`src/rtl/conv_pkg.sv`:
```
// ---------------------------------------------------------------------------
// conv_pkg
//   Shared definitions for the KxK convolution engine: the controller state
//   encoding, a constant-evaluable clog2, and the bounds of the legal
//   configuration space (K up to 7).
// ---------------------------------------------------------------------------
package conv_pkg;

   typedef enum logic [2:0] {
      IDLE    = 3'd0,
      LD_KERN = 3'd1,
      LD_WIN  = 3'd2,
      MAC     = 3'd3,
      WRITE   = 3'd4
   } state_t;

   function automatic int clog2(input int v);
      int r;
      r = 0;
      while ((1 << r) < v) r++;
      return r;
   endfunction

   // Largest kernel the engine is ever built with, and the counter width it needs.
   localparam int KK_MAX    = 49;
   localparam int IDX_W_MAX = clog2(KK_MAX + 1);

endpackage

```
`src/rtl/conv_mac_lane.sv`:
```
// ---------------------------------------------------------------------------
// conv_mac_lane
//   One output pixel of the convolution engine: unsigned multiply-accumulate,
//   then right-shift requantisation with unsigned saturation into a DW-bit
//   result register that holds until the next write.
// Ports
//   i_clk, i_rst      clock, asynchronous active-high reset
//   i_clr             zero the accumulator (start of a job)
//   i_en              accumulate i_win*i_kern this cycle
//   i_wr              load the saturated result into o_sum
//   i_win, i_kern     pixel and kernel operands (DW, unsigned)
//   i_shift           requantisation right shift
//   o_sum             registered saturated result
// ---------------------------------------------------------------------------
module conv_mac_lane #(
   parameter int DW    = 8,
   parameter int ACC_W = 24
) (
   input  logic          i_clk,
   input  logic          i_rst,
   input  logic          i_clr,
   input  logic          i_en,
   input  logic          i_wr,
   input  logic [DW-1:0] i_win,
   input  logic [DW-1:0] i_kern,
   input  logic [4:0]    i_shift,
   output logic [DW-1:0] o_sum
);

   logic [ACC_W-1:0] acc_q;
   logic [2*DW-1:0]  prod;

   assign prod = i_win * i_kern;

   function automatic logic [DW-1:0] sat_shift(input logic [ACC_W-1:0] a,
                                               input logic [4:0]       sh);
      logic [ACC_W-1:0] s;
      s = a >> sh;
      if (s > ACC_W'({DW{1'b1}}))
         return {DW{1'b1}};
      return s[DW-1:0];
   endfunction

   always_ff @(posedge i_clk or posedge i_rst) begin
      if (i_rst) begin
         acc_q <= '0;
         o_sum <= '0;
      end else begin
         if (i_clr)
            acc_q <= '0;
         else if (i_en)
            acc_q <= acc_q + ACC_W'(prod);
         if (i_wr)
            o_sum <= sat_shift(acc_q, i_shift);
      end
   end

endmodule

```
`src/rtl/conv2d_engine.sv`:
```
// ---------------------------------------------------------------------------
// conv2d_engine
//   KxK 2-D convolution over LANES horizontally strided windows. Loads the
//   kernel, then the windows, from a 1-cycle synchronous SRAM, runs LANES MACs
//   in parallel and writes saturated, right-shifted results.
// Ports
//   i_clk, i_rst     clock, asynchronous active-high reset
//   i_start          job request, sampled only when idle
//   i_src_base       address of window (0,0) for lane 0
//   i_kern_base      address of kernel (0,0), row-major
//   i_stride         lane-to-lane horizontal offset in words
//   i_shift          requantisation right shift
//   o_k_addr/i_k_data      kernel read port (data one cycle after address)
//   o_src_addr/i_src_data  per-lane source read ports, lane l at slice l
//   o_sum            per-lane saturated results, held until the next write
//   o_busy           high whenever a job is in progress
//   o_done           one-cycle pulse when o_sum has just been updated
// ---------------------------------------------------------------------------
module conv2d_engine
   import conv_pkg::*;
#(
   parameter int DW    = 8,
   parameter int AW    = 10,
   parameter int K     = 3,
   parameter int LANES = 2,
   parameter int IMG_W = 28,
   parameter int ACC_W = 24
) (
   input  logic                  i_clk,
   input  logic                  i_rst,
   input  logic                  i_start,
   input  logic [AW-1:0]         i_src_base,
   input  logic [AW-1:0]         i_kern_base,
   input  logic [2:0]            i_stride,
   input  logic [4:0]            i_shift,
   output logic [AW-1:0]         o_k_addr,
   input  logic [DW-1:0]         i_k_data,
   output logic [LANES*AW-1:0]   o_src_addr,
   input  logic [LANES*DW-1:0]   i_src_data,
   output logic [LANES*DW-1:0]   o_sum,
   output logic                  o_busy,
   output logic                  o_done
);

   localparam int KK    = K * K;
   localparam int IDX_W = clog2(KK + 1);

   state_t           state_q, state_d;
   logic [IDX_W-1:0] cnt_q;
   logic [AW-1:0]    src_base_q, kern_base_q;
   logic [2:0]       stride_q;
   logic [4:0]       shift_q;
   logic             last_ld, last_mac;
   logic             lane_clr, lane_en, lane_wr;

   logic [DW-1:0]    kern_q [KK];
   logic [DW-1:0]    win_q  [LANES][KK];

   // Row-major element index -> offset inside the source image.
   function automatic logic [AW-1:0] win_off(input logic [IDX_W-1:0] n);
      int ni;
      ni = int'(n);
      return AW'((ni / K) * IMG_W + (ni % K));
   endfunction

   // Load phases run one extra cycle so the last read's data can land.
   assign last_ld  = (cnt_q == IDX_W'(KK));
   assign last_mac = (cnt_q == IDX_W'(KK - 1));

   always_ff @(posedge i_clk or posedge i_rst) begin
      if (i_rst)
         state_q <= IDLE;
      else
         state_q <= state_d;
   end

   always_comb begin
      state_d  = state_q;
      o_busy   = (state_q != IDLE);
      lane_clr = 1'b0;
      lane_en  = 1'b0;
      lane_wr  = 1'b0;
      case (state_q)
         IDLE: begin
            if (i_start) begin
               state_d  = LD_KERN;
               lane_clr = 1'b1;
            end
         end
         LD_KERN: if (last_ld) state_d = LD_WIN;
         LD_WIN:  if (last_ld) state_d = MAC;
         MAC: begin
            lane_en = 1'b1;
            if (last_mac) state_d = WRITE;
         end
         WRITE: begin
            lane_wr = 1'b1;
            state_d = IDLE;
         end
         default: state_d = IDLE;
      endcase
   end

   always_ff @(posedge i_clk or posedge i_rst) begin
      if (i_rst) begin
         cnt_q       <= '0;
         src_base_q  <= '0;
         kern_base_q <= '0;
         stride_q    <= '0;
         shift_q     <= '0;
         o_done      <= 1'b0;
      end else begin
         // o_done lines up with the cycle o_sum first shows the new result.
         o_done <= (state_q == WRITE);
         case (state_q)
            IDLE: begin
               cnt_q <= '0;
               if (i_start) begin
                  src_base_q  <= i_src_base;
                  kern_base_q <= i_kern_base;
                  stride_q    <= i_stride;
                  shift_q     <= i_shift;
               end
            end
            LD_KERN, LD_WIN: cnt_q <= last_ld  ? '0 : cnt_q + IDX_W'(1);
            MAC:             cnt_q <= last_mac ? '0 : cnt_q + IDX_W'(1);
            default:         cnt_q <= '0;
         endcase
      end
   end

   // Read data arrives one cycle after its address, hence index cnt-1.
   always_ff @(posedge i_clk) begin
      if (state_q == LD_KERN && cnt_q != '0)
         kern_q[cnt_q - IDX_W'(1)] <= i_k_data;
      if (state_q == LD_WIN && cnt_q != '0)
         for (int l = 0; l < LANES; l++)
            win_q[l][cnt_q - IDX_W'(1)] <= i_src_data[l*DW +: DW];
   end

   assign o_k_addr = kern_base_q + AW'(cnt_q);

   for (genvar l = 0; l < LANES; l++) begin : g_lane
      assign o_src_addr[l*AW +: AW] = src_base_q + win_off(cnt_q)
                                      + AW'(l) * AW'(stride_q);

      conv_mac_lane #(
         .DW    (DW),
         .ACC_W (ACC_W)
      ) u_lane (
         .i_clk   (i_clk),
         .i_rst   (i_rst),
         .i_clr   (lane_clr),
         .i_en    (lane_en),
         .i_wr    (lane_wr),
         .i_win   (win_q[l][cnt_q]),
         .i_kern  (kern_q[cnt_q]),
         .i_shift (shift_q),
         .o_sum   (o_sum[l*DW +: DW])
      );
   end

endmodule
```
`config.mk`:
```
export PLATFORM = sky130hd
export DESIGN_NAME = conv2d_engine
export DESIGN_NICKNAME = d
export VERILOG_FILES = /design/src/rtl/conv_pkg.sv /design/src/rtl/conv_mac_lane.sv /design/src/rtl/conv2d_engine.sv
export SDC_FILE = /design/constraint.sdc
export NUM_CORES = 1
export LEC_CHECK = 0
export BUFFER_PORTS_ARGS = -buffer_cell sky130_fd_sc_hd__buf_2
export CAP_MARGIN = 20
export CELL_PAD_IN_SITES_DETAIL_PLACEMENT = 1
export CELL_PAD_IN_SITES_GLOBAL_PLACEMENT = 1
export CORE_ASPECT_RATIO = 0.8
export CORE_MARGIN = 10
export CORE_UTILIZATION = 50
export DETAILED_ROUTE_END_ITERATION = 12
export GPL_TIMING_DRIVEN = 0
export PLACE_DENSITY = 0.77
export SETUP_SLACK_MARGIN = 0.02
export SYNTH_ARGS = -nofsm -noshare
export SYNTH_HDL_FRONTEND = slang
export SYNTH_SLANG_ARGS = --single-unit
export TNS_END_PERCENT = 5
```
`constraint.sdc`:
```
create_clock -name i_clk -period 12.55 [get_ports i_clk]
set_input_delay 0.6275 -clock i_clk [delete_from_list [all_inputs] [get_ports i_clk]]
set_output_delay 0.6275 -clock i_clk [all_outputs]
set_load 0.02 [all_outputs]
```
==> results of run 1 <==
==> per-layer routing <==
metal,part of all wire,GRT usage,vias to the layer above
met5,0,0,-
met4,0.023,0.0665,0
met3,0.064,0.0382,80
met2,0.48,0.395,491
met1,0.43,0.321,7735
li1,-,-,6699
==> cells in the final DEF (no fill, tap or decap), types with 4 or more instances in the layout <==
cell / n
clkbuf_1: 57
o22a_1: 16
a21oi_1: 66
o221ai_1: 13
or2_2: 6
a211oi_1: 7
a31oi_1: 6
nand4_1: 6
mux4_2: 69
clkbuf_16: 37
bufinv_16: 5
nand2b_1: 18
nor2b_1: 21
a21o_1: 17
nand2_1: 242
nor2_1: 118
xor2_1: 27
dfrtp_1: 100
nor3_1: 8
o21a_1: 8
edfxtp_1: 216
buf_1: 9
o21ai_0: 82
and2_1: 21
inv_1: 206
o21bai_1: 4
xnor2_1: 32
buf_2: 126
o31ai_1: 10
fa_1: 112
o21ai_1: 23
o211ai_1: 6
mux2_2: 9
and3_1: 6
nand3_1: 36
mux2i_1: 71
ha_1: 117
==> final cells by class <==
cell class / count / share of cell area
clock inverters: 13 / 0.00877
multi-input cells: 1233 / 0.458
flip-flops and latches: 316 / 0.384
inverters: 209 / 0.0340
repair buffers: 109 / 0.0275
plain buffers: 83 / 0.0161
well taps: 544 / 0.0291
clock buffers: 51 / 0.0418
==> worst register-to-register path, stage by stage (launching register included) <==
cell and delay, ps:
dfrtp_1 510, clkbuf_1 390, buf_2 480, mux4_2 330, mux2i_1 70, o21ai_0 920, clkbuf_1 590, nand2_1 180
fa_1 560, fa_1 600, inv_1 80, fa_1 500, fa_1 510, ha_1 250, or2_2 290, a221oi_1 550
o21ai_0 380, a21bo_2 310, nand3_1 90, xor2_1 140, nor2_1 50
==> per-stage QoR <==
step                      hold slack [ps]  cells  utilization  setup slack (ps)  instance area (um^2)
after floorplan                       450   1841            -              5590                 20900
after global placement                458   2487        0.539              4760                 22100
after detailed placement              461   2490        0.540              4570                 22100
after CTS                             246   2554        0.569              3950                 23300
after global routing                  282   2558        0.571              3420                 23400
final                                 231   2558        0.571              4030                 23400
==> state kept, by name, indices dropped and copies added (netlist names) <==
signal               cells
o_done                   1
shift_q                  5
state_q                  3
cnt_q                    4
kern_base_q             10
stride_q                 3
src_base_q              10
g_lane.u_lane.acc_q     48
kern_q                  72
g_lane.u_lane.o_sum     16
win_q                  144
==> worst min-delay path by stage <==
stage | slack (ps) | startpoint | end | depth (start not counted)
floorplan | 450 | kern_base_q[0] | kern_base_q[0] | 2
global placement | 460 | g_lane[0].u_lane.o_sum[3] | g_lane[0].u_lane.o_sum[3] | 2
detailed placement | 460 | g_lane[0].u_lane.o_sum[3] | g_lane[0].u_lane.o_sum[3] | 2
CTS | 250 | i_rst | stride_q[0] | 2
global route | 280 | i_stride[1] | stride_q[1] | 3
finish | 230 | i_rst | stride_q[0] | 2
==> logic make-up after synthesis <==
group,Yosys count,synth area share
flops,316,0.431
xor+xnor,61,0.0269
mux,150,0.114
fa+ha+maj,229,0.178
buf+inv,292,0.0559
simple gates,506,0.109
compound gates,287,0.0866
==> results.md, run 1 <==
- Outcome: completed
- Post-CTS Setup Bufs: 0
- Layout cells sized above 1: 0.144
- Setup TNS: 0 ps
- Max_slew headroom: 0.205
- GRT Util Overall: 0.239
- Drt drc: 0
- Routed len/inst: 23.6 um
- Hold_buf cts: 0
- H-tree levels: 2
- Clk_skew: 13.4 ps
- CP startpoint kind: flip-flop
- Core Area: about 40000 um^2
- Worst path slowest cell: fa_1
- Critical path type: reg2out
- Die Area: approximately 50000 um^2
- Post-synthesis cell count: around 1800
- Synth top cells by count: nand2_1 (242), edfxtp_1 (216), inv_1 (207)
- TritonRoute pass-1 iters: 5
- Avg Inst Size Synth: 11.3 um^2
- Final hold vios: 0
- Most numerous cell in the Yosys netlist: nand2_1
- Resized cells post-CTS: 0
- Area grow syn2layout: 12.0%
- Mapped Area: 20900 um^2
- Cell count along the critical path: 30
- CTS tree: yes
- Routed wire length: slightly above 60000 um
- Critical Path AT: 7890 ps
- Clock buffer depth: 3
- Clock transition at path regs: approximately 60 ps
- Net Count, Synth: between 2000 and 2500
- Slew Limit Fails: 0
- Cell family with most CP delay: adder cells
- Max cap viols: 0
- Initial Utilization: 0.510
- Ys async rst share: 0.316
- IO Pins: around 100
- First-pass GRT wire length: about 95000 um
- Antenna-violating nets left: 0
- Die X-Extent: 248 um
- Leading area contributor after synthesis: edfxtp_1
- Yosys top cell area share: 0.311
- Vias per cell: a little under 6
- Internal reg-to-reg setup slack: ~4600 ps
- Measured slew at the worst slew-check pin: between 1000 and 1500 ps
- CP peak stage delay: 520 ps
- Main flop type after synthesis: edfxtp_1
- R2R Path End: g_lane[0].u_lane.acc_q[22]
- Drt initial violations: roughly 1400
- Root Buffer: clkbuf_16
- CP Capture Point: o_src_addr[19]
- Final period utilization: 0.679
- RSZ-0062 raised after global routing: false
- RD Place Congestion: about 0.89
- Tmin final: around 8500 ps
- HP Class: in2async
- Synth warn: 0
- Crit path max fanout: 11
- N_diodes: 0
- Post-synth EDFFs: about 220
- Distinct cells, synth: between 70 and 80
- Sequential area share after synthesis: 0.431
- Area contributors post-synth: edfxtp_1 (31%), dfrtp_1 (12%), fa_1 (11%), mux4_2 (7.4%), ha_1 (7.0%)
- Number of global-route vias before repair: ~16000
- Fillers: 4380
- Die H: just over 200 um
- Worst R2R Start: cnt_q[0]
- Setup violators final: 0
- CP startpoint: cnt_q[0]
- CTS Sinks: between 300 and 400
- Post-DP HPWL: 46100 um
- F_max: 117 MHz
- Largest net degree at the start of global routing: 57
- Initial antenna violation count: 0
- Row cnt: 66
- CTS Buf Count: 36
- CP Capture Type: primary output
- WP buf/inv: 10
- IO Port Bufs: slightly above 100
- Total Nets Final: 2272
- CP required: ~12000 ps
- Reg2Reg Depth: 20
- Grt total ovfl: 0
- Area of the multi-input gates: 10700 um^2
- Via count: 15005
- Worst-Skew Late Latency: 550 ps
- #FFs+latches synth: ~320
- Area occupied by registers: 8990 um^2
Power of run 1 is not shown: default switching activity piles up to over one toggle a cycle in this logic, so the estimate is an artifact.
==> run 2, diff against run 1 <==
Settings changed: ABC_AREA set to 1, CORE_UTILIZATION 50 to 48, PLACE_DENSITY 0.77 to 0.78.
Clock period 12.55 ns to 8.6 ns, I/O delays scaled along.
==> results.md, run 2 <==
- Drt initial violations: 1374 (+0.44%)
- Reg2Reg Depth: 22 (+10%)
- Avg Inst Size Synth: 8.58 um^2 (-24%)
- Max FFs per register: 144 (unchanged)
- First-pass GRT wire length: 110000 um (+16%)
- Commonest non-fill, non-tap cells in the layout: nand2_1 (684), inv_1 (300), edfxtp_1 (216)
- Slew Limit Fails: 0 (unchanged)
- #FFs+latches synth: 316 (unchanged)
- Largest net degree at the start of global routing: 69 (+21%)
- RSZ-0062 raised after global routing: false
- Drt drc: 0 (unchanged)
- Antenna-violating nets left: 0 (unchanged)
- Max cap viols: 0 (unchanged)
- Critical Path AT: 7310 ps (-580 ps)
- Critical path type: reg2out
- Clk_skew: 29.8 ps (+16.4 ps)
- CP Capture Type: primary output
- Resized cells post-CTS: 0 (unchanged)
- F_max: ~130 MHz
- Most numerous cell in the Yosys netlist: nand2_1
- Synth top cells by count: nand2_1 (684), inv_1 (301), nor2_1 (223)
- Main flop type after synthesis: edfxtp_1
- Post-DP HPWL: 53200 um (+15%)
- Compound-gate portion of the synthesized area: 0.0995 (+0.0129)
- Leading cell type in the layout, fill and taps excluded: nand2_1
- Max_slew headroom: 0.249 (+0.0443)
- Ys async rst share: 0.316 (unchanged)
- CP required: 8170 ps (-3750 ps)
- Cell depth of the worst hold path: 3
- Worst path slowest cell: dfrtp_1
- Crit path max fanout: 13 (+2)
- Total Nets Final: 2920 (+29%)
- Die Area: 53300 um^2 (+5.8%)
- CP peak stage delay: 530 ps (about the same)
- Clock transition at path regs: 60 ps (about the same)
- Final core occ: 0.550 (-0.0209)
- CTS tree: yes
- Final period utilization: 0.900
- Initial antenna violation count: 2 (+2)
- CTS Buf Count: 35 (-2.8%)
- Sequential area share after synthesis: 0.422 (-0.00895)
- Top flop regs: win_q (144), kern_q (72), g_lane.u_lane.acc_q (48)
- Layout cells sized above 1: 0.102 (-0.0419)
- HP Class: in2reg
- Setup violators final: 0 (unchanged)
- Number of global-route vias before repair: 19911 (+21%)
- Area grow syn2layout: 12.2%
- Vias per cell: 5.71 (-2.7%)
- Via count: 18614 (+24%)
- Leading area contributor after synthesis: edfxtp_1
- Measured slew at the worst slew-check pin: 1120 ps (-60.1 ps)
- Initial Utilization: 0.490 (-0.0193)
- Net Count, Synth: 2769 (+30%)
- Distinct cells, synth: 49 (-35%)
- IO Pins: 103 (unchanged)
- Die H: 208 um (+2.8%)
- Largest Register: win_q
- Core Area: 43500 um^2 (+6.1%)
- CP startpoint: cnt_q[0]
- Die X-Extent: 256 um (+2.9%)
- Worst-Skew Late Latency: 590 ps (+40 ps)
- Tmin final: a little under 8000 ps
- Mapped Area: 21300 um^2 (+2.1%)
- Clock buffer depth: 3 (unchanged)
- Grt total ovfl: 0 (unchanged)
- IO Port Bufs: 102 (unchanged)
- Routed len/inst: 21.7 um (-8.3%)
- Post-synthesis mux area share: 0 (-0.114)
- Routed wire length: 70600 um (+17%)
- HP Start: i_src_base[0]
- Area contributors post-synth: edfxtp_1 (30%), nand2_1 (12%), dfrtp_1 (12%), fa_1 (11%), ha_1 (6.9%)
- Final hold vios: 0 (unchanged)
- Largest family of logic cells by synthesized area: simple AND/OR/NAND/NOR gates
- Outcome: completed
- Simple-gate share of the synthesized area: 0.214 (+0.106)
- GRT Util Overall: 0.260 (+0.0214)
- Root Buffer: clkbuf_16
- RD Place Congestion: 0.929 (+4.1%)
- Worst R2R Start: cnt_q[1]
- H-tree levels: 2 (unchanged)
- CP startpoint kind: flip-flop
- Row cnt: 68 (+3.0%)
- Xor and xnor area share after synthesis: 0.0123 (-0.0145)
- Post-synth EDFFs: 216 (unchanged)
- TritonRoute pass-1 iters: 5 (unchanged)
- Setup TNS: 0 ps (unchanged)
- CTS Sinks: 316 (unchanged)
- Yosys top cell area share: 0.304 (-0.00646)
- Synth warn: 0 (unchanged)
- Post-synthesis cell count: 2485 (+35%)
- Adder-cell share of the synthesized area: 0.174 (-0.00369)
[run 2: cell type report]
cell class	count	area, um^2
fill	5229	19600
multi-input combinational	1758	10700
sequential	316	8990
inverter	312	1180
clock buffer	50	962
tap	595	744
timing repair buffer	114	703
buffer	99	499
clock inverter	14	158
antenna	2	5.00
[run 2: cell families (layout without fill, tap and decap cells)]
family	Yosys count	count (layout)
xor+xnor	30	30
buf+inv	411	589
compound gates	390	390
simple gates	1109	1109
fa+ha+maj	229	229
other cells	0	2
flops	316	316
[run 2: metrics by stage]
stage / worst slack (ps) / std cells / hold WS [ps] / area [um^2]
after CTS: 840 / 3257 / 27.5 / 23900
after detailed placement: 1510 / 3192 / 474 / 22800
after global routing: 391 / 3258 / 44.9 / 23900
after global placement: 1750 / 3182 / 461 / 22600
after floorplan: 2320 / 2485 / 446 / 21300
final: 859 / 3260 / 50.4 / 23900
[run 2: per-layer routing]
metal	routed length, um	GRT usage
met5	0	0
met1	30300	0.343
met3	5740	0.0577
met4	1500	0.0633
met2	33100	0.430
[run 2: worst max-delay path, delay by kind of cell, from the launching register on]
family / cells / cell delay (ps)
adder cells (fa/ha/maj): 7 / 2400
buffers and inverters: 8 / 1580
AND/OR/NAND/NOR: 10 / 1260
XOR/XNOR: 3 / 670
flip-flops: 1 / 530
AO/OA/AOI/OAI: 1 / 250
[run 2: final timing paths]
| check | endpoint | slack, ps |
|---|---|---|
| worst max-delay path | o_src_addr[18] | 860 |
| worst min-delay path | src_base_q[0] | 50 |
| worst max register to register | g_lane[1].u_lane.acc_q[20] | 1430 |
| worst min register to register | stride_q[0] | 490 |
| max in group asynchronous | g_lane[1].u_lane.acc_q[21] | 7380 |
| min in group asynchronous | kern_base_q[8] | 440 |
[run 2: repair_timing]
item,4_1_cts,5_1_grt
hold endpoints to repair,32,0
buffers inserted,0,0
endpoints found under the setup margin,0,0
hold buffers,1,0
Power of run 2 is left out for the same reason.
